--- src/rtl/matrix_mem_arbiter_pkg.sv ---
// Shared encodings for the matrix memory arbiter: requester owners, arbiter states,
// the matrix memory map and the tag carried down the read-return pipe.
package matrix_mem_arbiter_pkg;

  localparam logic OWN_HOST = 1'b0;
  localparam logic OWN_CU   = 1'b1;

  localparam logic ST_OPEN   = 1'b0;
  localparam logic ST_LOCKED = 1'b1;

  localparam logic [1:0] ADDR_INSTR  = 2'd0;
  localparam logic [1:0] ADDR_MAT_A  = 2'd1;
  localparam logic [1:0] ADDR_MAT_B  = 2'd2;
  localparam logic [1:0] ADDR_RESULT = 2'd3;

  typedef struct packed {
    logic valid;
    logic owner;
  } rd_tag_t;

endpackage

--- src/rtl/rd_return_pipe.sv ---
// Tracks accepted reads for READ_LAT cycles and steers the returning memory word
// to the requester that issued the read; rdata holds until that owner's next return.
module rd_return_pipe
  import matrix_mem_arbiter_pkg::*;
#(
  parameter int unsigned DATA_W   = 200,
  parameter int unsigned READ_LAT = 1
) (
  input  logic              clk_button,
  input  logic              rst,
  input  logic              push_valid,
  input  logic              push_owner,
  input  logic [DATA_W-1:0] mem_q,
  output logic              host_rvalid,
  output logic [DATA_W-1:0] host_rdata,
  output logic              cu_rvalid,
  output logic [DATA_W-1:0] cu_rdata
);

  rd_tag_t [READ_LAT-1:0] pipe_q;
  rd_tag_t                push_tag;
  rd_tag_t                head;
  logic [DATA_W-1:0]      host_rdata_q;
  logic [DATA_W-1:0]      cu_rdata_q;

  assign push_tag.valid = push_valid;
  assign push_tag.owner = push_owner;
  assign head           = pipe_q[READ_LAT-1];

  always_ff @(posedge clk_button or posedge rst) begin
    if (rst) begin
      pipe_q <= '0;
    end else begin
      pipe_q[0] <= push_tag;
      for (int unsigned i = 1; i < READ_LAT; i++) begin
        pipe_q[i] <= pipe_q[i-1];
      end
    end
  end

  assign host_rvalid = head.valid && (head.owner == OWN_HOST);
  assign cu_rvalid   = head.valid && (head.owner == OWN_CU);

  always_ff @(posedge clk_button or posedge rst) begin
    if (rst) begin
      host_rdata_q <= '0;
      cu_rdata_q   <= '0;
    end else begin
      if (host_rvalid) host_rdata_q <= mem_q;
      if (cu_rvalid)   cu_rdata_q   <= mem_q;
    end
  end

  // Return-cycle data comes straight from the macro; the register only holds it afterwards.
  assign host_rdata = host_rvalid ? mem_q : host_rdata_q;
  assign cu_rdata   = cu_rvalid   ? mem_q : cu_rdata_q;

endmodule

--- src/rtl/matrix_mem_arbiter.sv ---
// Round-robin arbiter sharing the single-port matrix memory between the host bridge
// and the coprocessor control unit, with a CU lock that reserves the port.
module matrix_mem_arbiter
  import matrix_mem_arbiter_pkg::*;
#(
  parameter int unsigned DATA_W   = 200,
  parameter int unsigned ADDR_W   = 2,
  parameter int unsigned READ_LAT = 1,
  parameter int unsigned WAIT_W   = 8
) (
  input  logic              clk_button,
  input  logic              rst,
  input  logic              host_req,
  input  logic              host_we,
  input  logic [ADDR_W-1:0] host_addr,
  input  logic [DATA_W-1:0] host_wdata,
  output logic              host_gnt,
  output logic              host_rvalid,
  output logic [DATA_W-1:0] host_rdata,
  input  logic              cu_req,
  input  logic              cu_we,
  input  logic [ADDR_W-1:0] cu_addr,
  input  logic [DATA_W-1:0] cu_wdata,
  output logic              cu_gnt,
  output logic              cu_rvalid,
  output logic [DATA_W-1:0] cu_rdata,
  input  logic              cu_lock,
  output logic              locked,
  output logic [ADDR_W-1:0] mem_addr,
  output logic [DATA_W-1:0] mem_wdata,
  output logic              mem_wren,
  input  logic [DATA_W-1:0] mem_q,
  output logic [WAIT_W-1:0] host_wait_cnt
);

  logic              state_q, state_d;
  logic              last_grant_q, last_grant_d;
  logic [WAIT_W-1:0] wait_q, wait_d;
  logic              host_win, cu_win;
  logic              push_valid;

  always_comb begin
    host_win = 1'b0;
    cu_win   = 1'b0;
    if (state_q == ST_LOCKED) begin
      cu_win = cu_req;
    end else if (host_req && cu_req) begin
      host_win = (last_grant_q == OWN_CU);
      cu_win   = ~host_win;
    end else begin
      host_win = host_req;
      cu_win   = cu_req;
    end
  end

  assign host_gnt = host_win;
  assign cu_gnt   = cu_win;

  always_comb begin
    mem_addr  = '0;
    mem_wdata = '0;
    mem_wren  = 1'b0;
    if (host_win) begin
      mem_addr  = host_addr;
      mem_wdata = host_wdata;
      mem_wren  = host_we;
    end else if (cu_win) begin
      mem_addr  = cu_addr;
      mem_wdata = cu_wdata;
      mem_wren  = cu_we;
    end
  end

  always_comb begin
    state_d      = cu_lock ? ST_LOCKED : ST_OPEN;
    last_grant_d = last_grant_q;
    if (host_win)    last_grant_d = OWN_HOST;
    else if (cu_win) last_grant_d = OWN_CU;
    // Leaving the lock hands the next contention to the host.
    if (state_q == ST_LOCKED && !cu_lock) last_grant_d = OWN_CU;
    wait_d = wait_q;
    if (host_req && !host_win && (wait_q != '1)) wait_d = wait_q + 1'b1;
  end

  always_ff @(posedge clk_button or posedge rst) begin
    if (rst) begin
      state_q      <= ST_OPEN;
      last_grant_q <= OWN_HOST;
      wait_q       <= '0;
    end else begin
      state_q      <= state_d;
      last_grant_q <= last_grant_d;
      wait_q       <= wait_d;
    end
  end

  assign locked        = (state_q == ST_LOCKED);
  assign host_wait_cnt = wait_q;
  assign push_valid    = (host_win && !host_we) || (cu_win && !cu_we);

  rd_return_pipe #(
    .DATA_W   (DATA_W),
    .READ_LAT (READ_LAT)
  ) u_rd_return_pipe (
    .clk_button  (clk_button),
    .rst         (rst),
    .push_valid  (push_valid),
    .push_owner  (cu_win),
    .mem_q       (mem_q),
    .host_rvalid (host_rvalid),
    .host_rdata  (host_rdata),
    .cu_rvalid   (cu_rvalid),
    .cu_rdata    (cu_rdata)
  );

endmodule

--- config.mk ---
export PLATFORM = sky130hd
export DESIGN_NAME = matrix_mem_arbiter
export DESIGN_NICKNAME = d
export VERILOG_FILES = /design/src/rtl/matrix_mem_arbiter_pkg.sv /design/src/rtl/rd_return_pipe.sv /design/src/rtl/matrix_mem_arbiter.sv
export SDC_FILE = /design/constraint.sdc
export NUM_CORES = 1
export LEC_CHECK = 0
export ABC_AREA = 1
export CORE_AREA = 2 2 478 480
export DETAILED_ROUTE_END_ITERATION = 10
export DIE_AREA = 0 0 480 482
export GPL_TIMING_DRIVEN = 0
export PLACE_DENSITY = 0.36
export SLEW_MARGIN = 5
export SYNTH_ARGS = -nofsm -noshare
export SYNTH_HDL_FRONTEND = slang
export SYNTH_SLANG_ARGS = --single-unit
--- constraint.sdc ---
create_clock -name clk_button -period 34 [get_ports clk_button]
set_input_delay 8.5 -clock clk_button [delete_from_list [all_inputs] [get_ports clk_button]]
set_output_delay 8.5 -clock clk_button [all_outputs]
set_load 0.05 [all_outputs]
Yosys cells after proc, flatten, opt, wreduce, memory -nomap -nowiden
Cells that the tools add are included.
{"block": "totals", "word_cells": 41, "regBits": 412, "output_inout_bits": 616}
{"block": "classes", "n_mux": 16, "reduce_logical": 14, "add_sub_neg": 1, "eq_ne": 1, "bitwise": 2}
{"operator": "2-to-1 mux 200 bit", "count": 4}
{"operator": "2-to-1 mux 1 bit", "count": 10}
{"operator": "adder 8 x 1 -> 8 bit (second input constant)", "count": 1}
{"operator": "logical AND 1 bit", "count": 8}
{"operator": "!= test 8 bit (second input constant)", "count": 1}
{"operator": "zero test 1 bit", "count": 4}
{"operator": "2-to-1 mux 2 bit", "count": 2}
{"operator": "nonzero test 3 bit", "count": 1}
{"operator": "inverter 1 bit", "count": 2}
{"operator": "logical OR 1 bit", "count": 1}

Depth between registers and ports, before layout
Gate-level depths: netlist (run 1).
{"block": "depth", "depth_word": 6, "ltp_mapped": 9}

Hierarchy
From an unflattened synthesis (run 1), not the netlist that was laid out.
{"block": "hier_totals", "hier_cells": 2482, "hier_area_um2": 19068.3}
{"mod": "rd_return_pipe", "instances": 1, "seq_area_each_um2": 10059.6, "area_per_inst_um2": 15775.1, "cells_each": 1741}
{"mod": "matrix_mem_arbiter", "instances": 1, "seq_area_each_um2": 250.2, "area_per_inst_um2": 3293.2, "cells_each": 741}

Least setup slack after synthesis (run 1)
No wires, ideal clock.
{"block": "synth_path", "kind": "in2out", "start": "in host_req", "end": "out mem_addr[0]", "n_path_buf": 1, "cell_stages": 7, "arrival_ns": 9.912, "t_required_ns": 25.500, "path_slack_ns": 15.588, "path_cell_list": "inv_1 -> nor2_1 -> nand2_2 -> inv_2 -> clkbuf_1 -> nand2_1 -> nand2_1"}
{"item": "start: declaration", "line": "matrix_mem_arbiter.sv:13", "source": "input logic host_req,"}
{"item": "logical AND 1 bit", "line": "matrix_mem_arbiter.sv:47", "source": "end else if (host_req && cu_req) begin"}
{"item": "2-to-1 mux 1 bit *", "line": "matrix_mem_arbiter.sv:47"}
{"item": "2-to-1 mux 1 bit *", "line": "matrix_mem_arbiter.sv:45", "source": "if (state_q == ST_LOCKED) begin"}
{"item": "named net host_gnt", "line": "matrix_mem_arbiter.sv:17", "source": "output logic host_gnt,"}
{"item": "2-to-1 mux 2 bit *", "line": "matrix_mem_arbiter.sv:63", "source": "if (host_win) begin"}
{"item": "end: declaration", "line": "matrix_mem_arbiter.sv:29", "source": "output logic [ADDR_W-1:0] mem_addr,"}
The timed path passes the listed nets; every way through them passes the cells marked *.

Final worst setup path (run 1)
{"block": "layout_path", "start": "in cu_req", "end": "out mem_wdata[20]"}
{"block": "layout_between", "elab_chain_cells": 5}
{"item": "start: declaration", "line": "matrix_mem_arbiter.sv:20", "source": "input logic cu_req,"}
{"item": "logical AND 1 bit", "line": "matrix_mem_arbiter.sv:47"}
{"item": "2-to-1 mux 1 bit", "line": "matrix_mem_arbiter.sv:47"}
{"item": "2-to-1 mux 1 bit", "line": "matrix_mem_arbiter.sv:45"}
{"item": "2-to-1 mux 200 bit", "line": "matrix_mem_arbiter.sv:67", "source": "end else if (cu_win) begin"}
{"item": "2-to-1 mux 200 bit *", "line": "matrix_mem_arbiter.sv:63"}
{"item": "end: declaration", "line": "matrix_mem_arbiter.sv:30", "source": "output logic [DATA_W-1:0] mem_wdata,"}
Every way passes the cells marked *; elsewhere a longest branch is shown, timed or not.

==> metrics.yaml, run 1 <==
clkSinkCount: 412
h-tree-depth: 2
numPortBuffers: 1226
synthMuxAreaShare_pct: 0
yosysTopAreaCellShare_pct: 57.6
postCtsSetupBuffers: 0
swShare_pct: 46.7
final_hold_viol_count: 0
crit_family: "buffers and inverters"
boundaryPins: 1227
combPwrFrac_pct: 48.8
p_seq_share_pct: 26.2
synthSimpleGateAreaFrac_pct: 22.4
required_ns: 25.50
p_sw_w: 0.00113
nets: 4134
fin_skew_ns: 0.0220
vias_per_cell: 3.15
path_max_fanout: 10
synth_xor_area_share_pct: 0.147
grt_pass1_vias: 20900
routed_wl_um: 190000
vias: 20700
drtAntennaViolNets: 0
wl_met2_um: 88100
cts_tree: "done"
total_power_w: 0.00243
crit_top_cell: "nand2_1"
final_max_slew_viol_count: 0
hpwl_um: 168000
place_inst: 6476
clock_latency_ns: 0.68
grt-ovfl-total: 0
grt_util_all_layers_pct: 15.7
yosys.area_share.adder_pct: 0.0699
die_w_um: 480
syn_to_final_growth_pct: 101
highest_layer: "met5"
die_y_um: 482
fin_crit_sh_pct: 59.5
cts-root-buf: "clkbuf_16"
synth_nets: 2849
max_freq_mhz: 49.4
ys_ff_latch: 412
clkSlewWorstSetupHoldPaths_ns: 0.05
setup_viol: 0
hp-class: "register to register"
synth-compound-area-share_pct: 11.3
dieArea_um2: 231000
synth_top_family_by_area: "simple AND/OR/NAND/NOR gates"
cap_violations: 0
cts.path.max_buffers: 3
met1_length_um: 69100
internal_power_w: 0.00129
synth.most_common_cell: "nand2_1"
drt_iter0_markers: 1173
dr.pass1.iters: 5
rows: 175
endpoint_kind: "output port"
yosysUniqueCellTypes: 19
slowest_stage: "clkdlybuf4s50_1"
synth_cells: 2237
ys_seq_area_share_pct: 57.6
synth_edf_count: 0
synth_largest_area_cell: "dfrtp_1"
ys_async_sr_fraction_pct: 100
cts_hold_buf: 0
max_stage_delay_ns: 1.07
core-area_um2: 226000
drc: 0
peakVddDrop_mv: 0.0390
grt_first_pass_wirelength_um: 233000
cts_inserted_buffers: 53
outcome: "complete, no violations"
min_period_ns: 20.24
ys.flop_type: "dfrtp_1"
fin_tns_setup_ns: 0
syn_avg_cell_area_um2: 8.00
rsz0062_at_grt: "no"
drive_above_1_share_pct: 4.52
post_drt_wl_per_cell_um: 28.9
synth_common_cells: "nand2_1 (1051), dfrtp_1 (412), o21ai_0 (403)"
p_per_area_nw_per_um2: 67.5
antenna_found_initial: 79
power_frac_clock_pct: 25.0
wl_met3_um: 26700
p_leak_nw: 15.8
start_util_pct: 7.90
path_cells: "clkdlybuf4s50_1 -> nand2_1 -> nand2_2 -> inv_2 -> clkbuf_1 -> nand2_1 -> nand2_1 -> clkdlybuf4s50_1"
worstSetupStartpointType: "input pin"
crit_arrival_ns: 11.74
critical_path_buf_inv_count: 4
worst_pin_slew_ns: 1.26
grt_max_degree: 104
cts_resized: 0
synth_warnings: 0
criticalPathCategory: "input pin to output port"
synthTopCellsByArea: "dfrtp_1 (58%), nand2_1 (22%), o21ai_0 (11%)"
final_cells: 6589
relSlewSlack_pct: 15.5
routabilityCongestion: 0.946
syn-cell-area_um2: 17900
-- tightest hold or removal path: cells and delay by family, from the launching register on --
| kind | cells | cell delay [ns] |
|---|---|---|
| AO/OA/AOI/OAI | 1 | 0.09 |
| flip-flops | 1 | 0.32 |
| AND/OR/NAND/NOR | 1 | 0.04 |
-- power by group through the flow --
| stage | Sequential, W | Clock (W) | Combinational (W) |
|---|---|---|---|
| after floorplan | 0.000654 | 0 | 0.000637 |
| after global placement | 0.000645 | 0 | 0.00120 |
| after detailed placement | 0.000643 | 0 | 0.00120 |
| after CTS | 0.000635 | 0.000635 | 0.00121 |
| after global routing | 0.000646 | 0.000646 | 0.00124 |
| final | 0.000636 | 0.000605 | 0.00118 |
-- layer usage --
| metal | vias up | track usage (%) |
|---|---|---|
| met1 | 9880 | 16.9 |
| li1 | 9483 | - |
| met2 | 1065 | 25.8 |
| met4 | 68 | 4.49 |
| met5 | - | 0 |
| met3 | 233 | 9.37 |
-- kinds of logic (layout without fill, tap and decap cells) --
kind of cell               after synthesis  count (layout)
adders and majority gates                1               1
other                                    0              16
DFF                                    412             412
buffers and inverters                  350            1677
AOI/OAI and AO/OA                      405             405
xor gates and xnor gates                 3               3
and+or+nand+nor                       1066            1066
-- final timing paths --
kind / start / end / slack (ns) / depth (start not counted)
worst min-delay path: u_rd_return_pipe.host_rdata_q[36] / u_rd_return_pipe.host_rdata_q[36] / 0.49 / 2
min in group asynchronous: rst / u_rd_return_pipe.cu_rdata_q[130] / 8.22 / 2
max in group asynchronous: rst / u_rd_return_pipe.host_rdata_q[9] / 23.80 / 5
worst max register to register: u_rd_return_pipe.head[1] / u_rd_return_pipe.cu_rdata_q[84] / 31.08 / 4
worst max-delay path: cu_req / mem_wdata[20] / 13.76 / 8
worst min register to register: u_rd_return_pipe.host_rdata_q[36] / u_rd_return_pipe.host_rdata_q[36] / 0.49 / 2
-- stage by stage --
stage	util, %	cell area [um2]	hold WS [ns]	setup slack, ns
global route	15.9	35900	0.511	13.54
finish	15.9	35900	0.495	13.76
floorplan	-	17900	0.526	14.04
CTS	15.9	35900	0.497	13.53
detailed placement	15.0	34100	0.483	13.54
global placement	15.0	33900	0.477	6.17
-- layout by cell type (no fill, tap or decap) --
| cell type | instances |
|---|---|
| buf_6 | 15 |
| inv_1 | 215 |
| clkinv_16 | 1 |
| clkbuf_16 | 53 |
| buf_2 | 45 |
| inv_2 | 2 |
| bufinv_16 | 3 |
| clkinv_2 | 7 |
| o21ai_0 | 403 |
| nor2_1 | 9 |
| xor2_1 | 3 |
| clkbuf_2 | 2 |
| clkbuf_8 | 19 |
| nand3b_1 | 1 |
| buf_4 | 3 |
| ha_1 | 1 |
| nand2_1 | 1051 |
| inv_16 | 2 |
| nand2_2 | 1 |
| inv_8 | 1 |
| buf_16 | 4 |
| clkinvlp_4 | 1 |
| clkinv_4 | 1 |
| o22ai_1 | 1 |
| clkbuf_1 | 70 |
| nand3_1 | 4 |
| buf_1 | 6 |
| diode_2 | 16 |
| buf_8 | 1 |
| dfrtp_1 | 412 |
| a21oi_1 | 1 |
| clkdlybuf4s50_1 | 1226 |
-- state kept, by name, indices dropped and copies added (netlist names) --
name	count
last_grant_q	1
u_rd_return_pipe.cu_rdata_q	200
host_wait_cnt	8
u_rd_return_pipe.head	2
locked	1
u_rd_return_pipe.host_rdata_q	200
-- final cells by class --
cell class	count	area, um2
sequential	412	10300
timing repair buffer	1230	12400
tap	3009	3760
fill	26000	190000
clock inverter	15	211
buffer	132	689
clock buffer	82	1630
antenna	16	40.0
inverter	218	826
multi-input combinational	1475	6080
Note: power is estimated with default switching activity, not from simulation.
==> run 2, diff against run 1 <==
PLACE_DENSITY = 0.37   (was 0.36)
clock period = 16.5 ns   (was 34 ns; I/O delays follow)
==> run 2 against run 1 <==
Net effect:
- global-route usage increased by 0.35 points
- clock-buffer cell count unchanged
- design area about the same
- combinational power is 110% higher
- sequential cell count stayed put
- die area is the same
- non-clock buffer count unchanged
- core utilization barely moved
- clock skew shrank 0.00090 ns
==> metrics.yaml, run 2 (synthesis results as in run 1) <==
clkSlewWorstSetupHoldPaths_ns: 0.06  # about the same
rsz0062_at_grt: "no"
total_power_w: 0.00498  # +110%
peakVddDrop_mv: 0.0778  # +100%
crit_arrival_ns: 7.33  # -4.41 ns
place_inst: 6476  # unchanged
power_frac_clock_pct: 24.5  # -0.5 points
vias_per_cell: 3.16  # +0.51%
cts_tree: "done"
hp-class: "register to register"
clkSinkCount: 412  # unchanged
start_util_pct: 7.90  # unchanged
crit_top_cell: "nand2_1"
post_drt_wl_per_cell_um: 29.6  # +2.4%
utilization_pct: 15.9  # about the same
p_per_area_nw_per_um2: 139  # +110%
h-tree-depth: 2  # unchanged
grt_first_pass_wirelength_um: 237000  # +1.6%
final_cell_mix: "clkdlybuf4s50_1 (1226), nand2_1 (1051), dfrtp_1 (412)"
boundaryPins: 1227  # unchanged
rows: 175  # unchanged
path_cells: "clkdlybuf4s50_1 -> nand2_1 -> nand2_2 -> nand2_1 -> inv_2 -> buf_8 -> buf_4 -> nand2_1 -> nand2_1 -> clkdlybuf4s50_1"
grt_util_all_layers_pct: 16.0  # +0.35 points
drtAntennaViolNets: 0  # unchanged
combPwrFrac_pct: 49.2  # +0.4 points
routabilityCongestion: 0.935  # -1.1%
cts-root-buf: "clkbuf_16"
cts_resized: 0  # unchanged
required_ns: 12.38  # -13.12 ns
dr.pass1.iters: 5  # unchanged
grt_max_degree: 108  # +3.8%
antenna_found_initial: 70  # -11%
endpoint_kind: "output port"
mostFrequentLayoutCell: "clkdlybuf4s50_1"
cts.path.max_buffers: 3  # unchanged
dieArea_um2: 231000  # unchanged
die_w_um: 480  # unchanged
drive_above_1_share_pct: 4.40  # -0.11 points
worstSetupStartpointType: "input pin"
outcome: "complete, no violations"
p_seq_share_pct: 26.3  # about the same
internal_power_w: 0.00264  # +100%
worst_pin_slew_ns: 1.34  # +0.0805 ns
routed_wl_um: 195000  # +2.5%
fin_skew_ns: 0.0211  # -0.000902 ns
setup_viol: 0  # unchanged
cts_inserted_buffers: 55  # +3.8%
die_y_um: 482  # unchanged
p_leak_nw: 15.7  # -0.21%
vias: 20800  # +0.55%
hpwl_um: 173000  # +3.1%
core-area_um2: 226000  # unchanged
drc: 0  # unchanged
clock_latency_ns: 0.68  # about the same
cts_hold_buf: 0  # unchanged
swShare_pct: 47.0  # +0.29 points
grt-ovfl-total: 0  # unchanged
postCtsSetupBuffers: 0  # unchanged
crit_family: "buffers and inverters"
syn_to_final_growth_pct: 101  # about the same
final_max_slew_viol_count: 0  # unchanged
criticalPathCategory: "input pin to output port"
numPortBuffers: 1226  # unchanged
final_hold_viol_count: 0  # unchanged
min_period_ns: 11.45
slowest_stage: "clkdlybuf4s50_1"
p_sw_w: 0.00234  # +110%
max_stage_delay_ns: 1.34  # +0.27 ns
nets: 4136  # +0.048%
max_freq_mhz: 87.3
relSlewSlack_pct: 10.1  # -5.4 points
final_cells: 6591  # +0.030%
cap_violations: 0  # unchanged
fin_crit_sh_pct: 69.4
path_max_fanout: 10  # unchanged
critical_path_buf_inv_count: 5  # +1
drt_iter0_markers: 1173  # unchanged
fillers: 25900  # -0.39%
grt_pass1_vias: 20800  # -0.21%
-- run 2: final timing paths --
check / startpoint / endpoint / slack [ns] / cells past startpoint
worst max register to register: u_rd_return_pipe.head[1] / u_rd_return_pipe.host_rdata_q[80] / 13.58 / 6
min in group asynchronous: rst / u_rd_return_pipe.cu_rdata_q[145] / 3.86 / 2
worst max-delay path: cu_req / mem_wdata[91] / 5.05 / 10
max in group asynchronous: rst / u_rd_return_pipe.cu_rdata_q[93] / 10.64 / 5
worst min register to register: u_rd_return_pipe.cu_rdata_q[199] / u_rd_return_pipe.cu_rdata_q[199] / 0.49 / 2
worst min-delay path: u_rd_return_pipe.cu_rdata_q[199] / u_rd_return_pipe.cu_rdata_q[199] / 0.49 / 2
-- run 2: per-layer routing --
metal / global-route usage, % / vias to the layer above / wire length [um]
met1: 17.4 / 10000 / 72200
met4: 4.94 / 56 / 6570
li1: - / 9484 / -
met3: 9.20 / 212 / 25500
met5: 0 / - / 356
met2: 26.3 / 1077 / 90400
-- run 2: worst reg2reg max path: cells and delay by family, from the launching register on --
family / cells / cell delay, ns
flip-flops: 1 / 0.46
AND/OR/NAND/NOR: 1 / 0.05
buffers and inverters: 4 / 1.83
AO/OA/AOI/OAI: 1 / 0.36
-- run 2: final cells by class --
cell class / count / area [um2] / share of cell area, %
inverter: 218 / 826 / 2.30
buffer: 132 / 689 / 1.92
antenna: 16 / 40.0 / 0.112
timing repair buffer: 1230 / 12400 / 34.5
multi-input combinational: 1475 / 6080 / 16.9
sequential: 412 / 10300 / 28.7
clock buffer: 82 / 1590 / 4.42
tap: 3009 / 3760 / 10.5
clock inverter: 17 / 219 / 0.610
-- run 2: metrics by stage --
stage	cell area, um2	setup TNS (ns)	setup slack, ns	hold slack [ns]
CTS	35900	0	5.12	0.497
detailed placement	34100	0	5.13	0.482
floorplan	17900	0	0.910	0.526
finish	35900	0	5.05	0.490
global route	35900	0	4.99	0.511
global placement	33900	-2647.43	-6.64	0.476
-- run 2: power groups by stage --
stage	Clock, W	Combinational [W]	Sequential, W
floorplan	0	0.00131	0.00135
global placement	0	0.00248	0.00133
detailed placement	0	0.00248	0.00133
CTS	0.00128	0.00249	0.00131
global route	0.00131	0.00256	0.00133
finish	0.00122	0.00245	0.00131
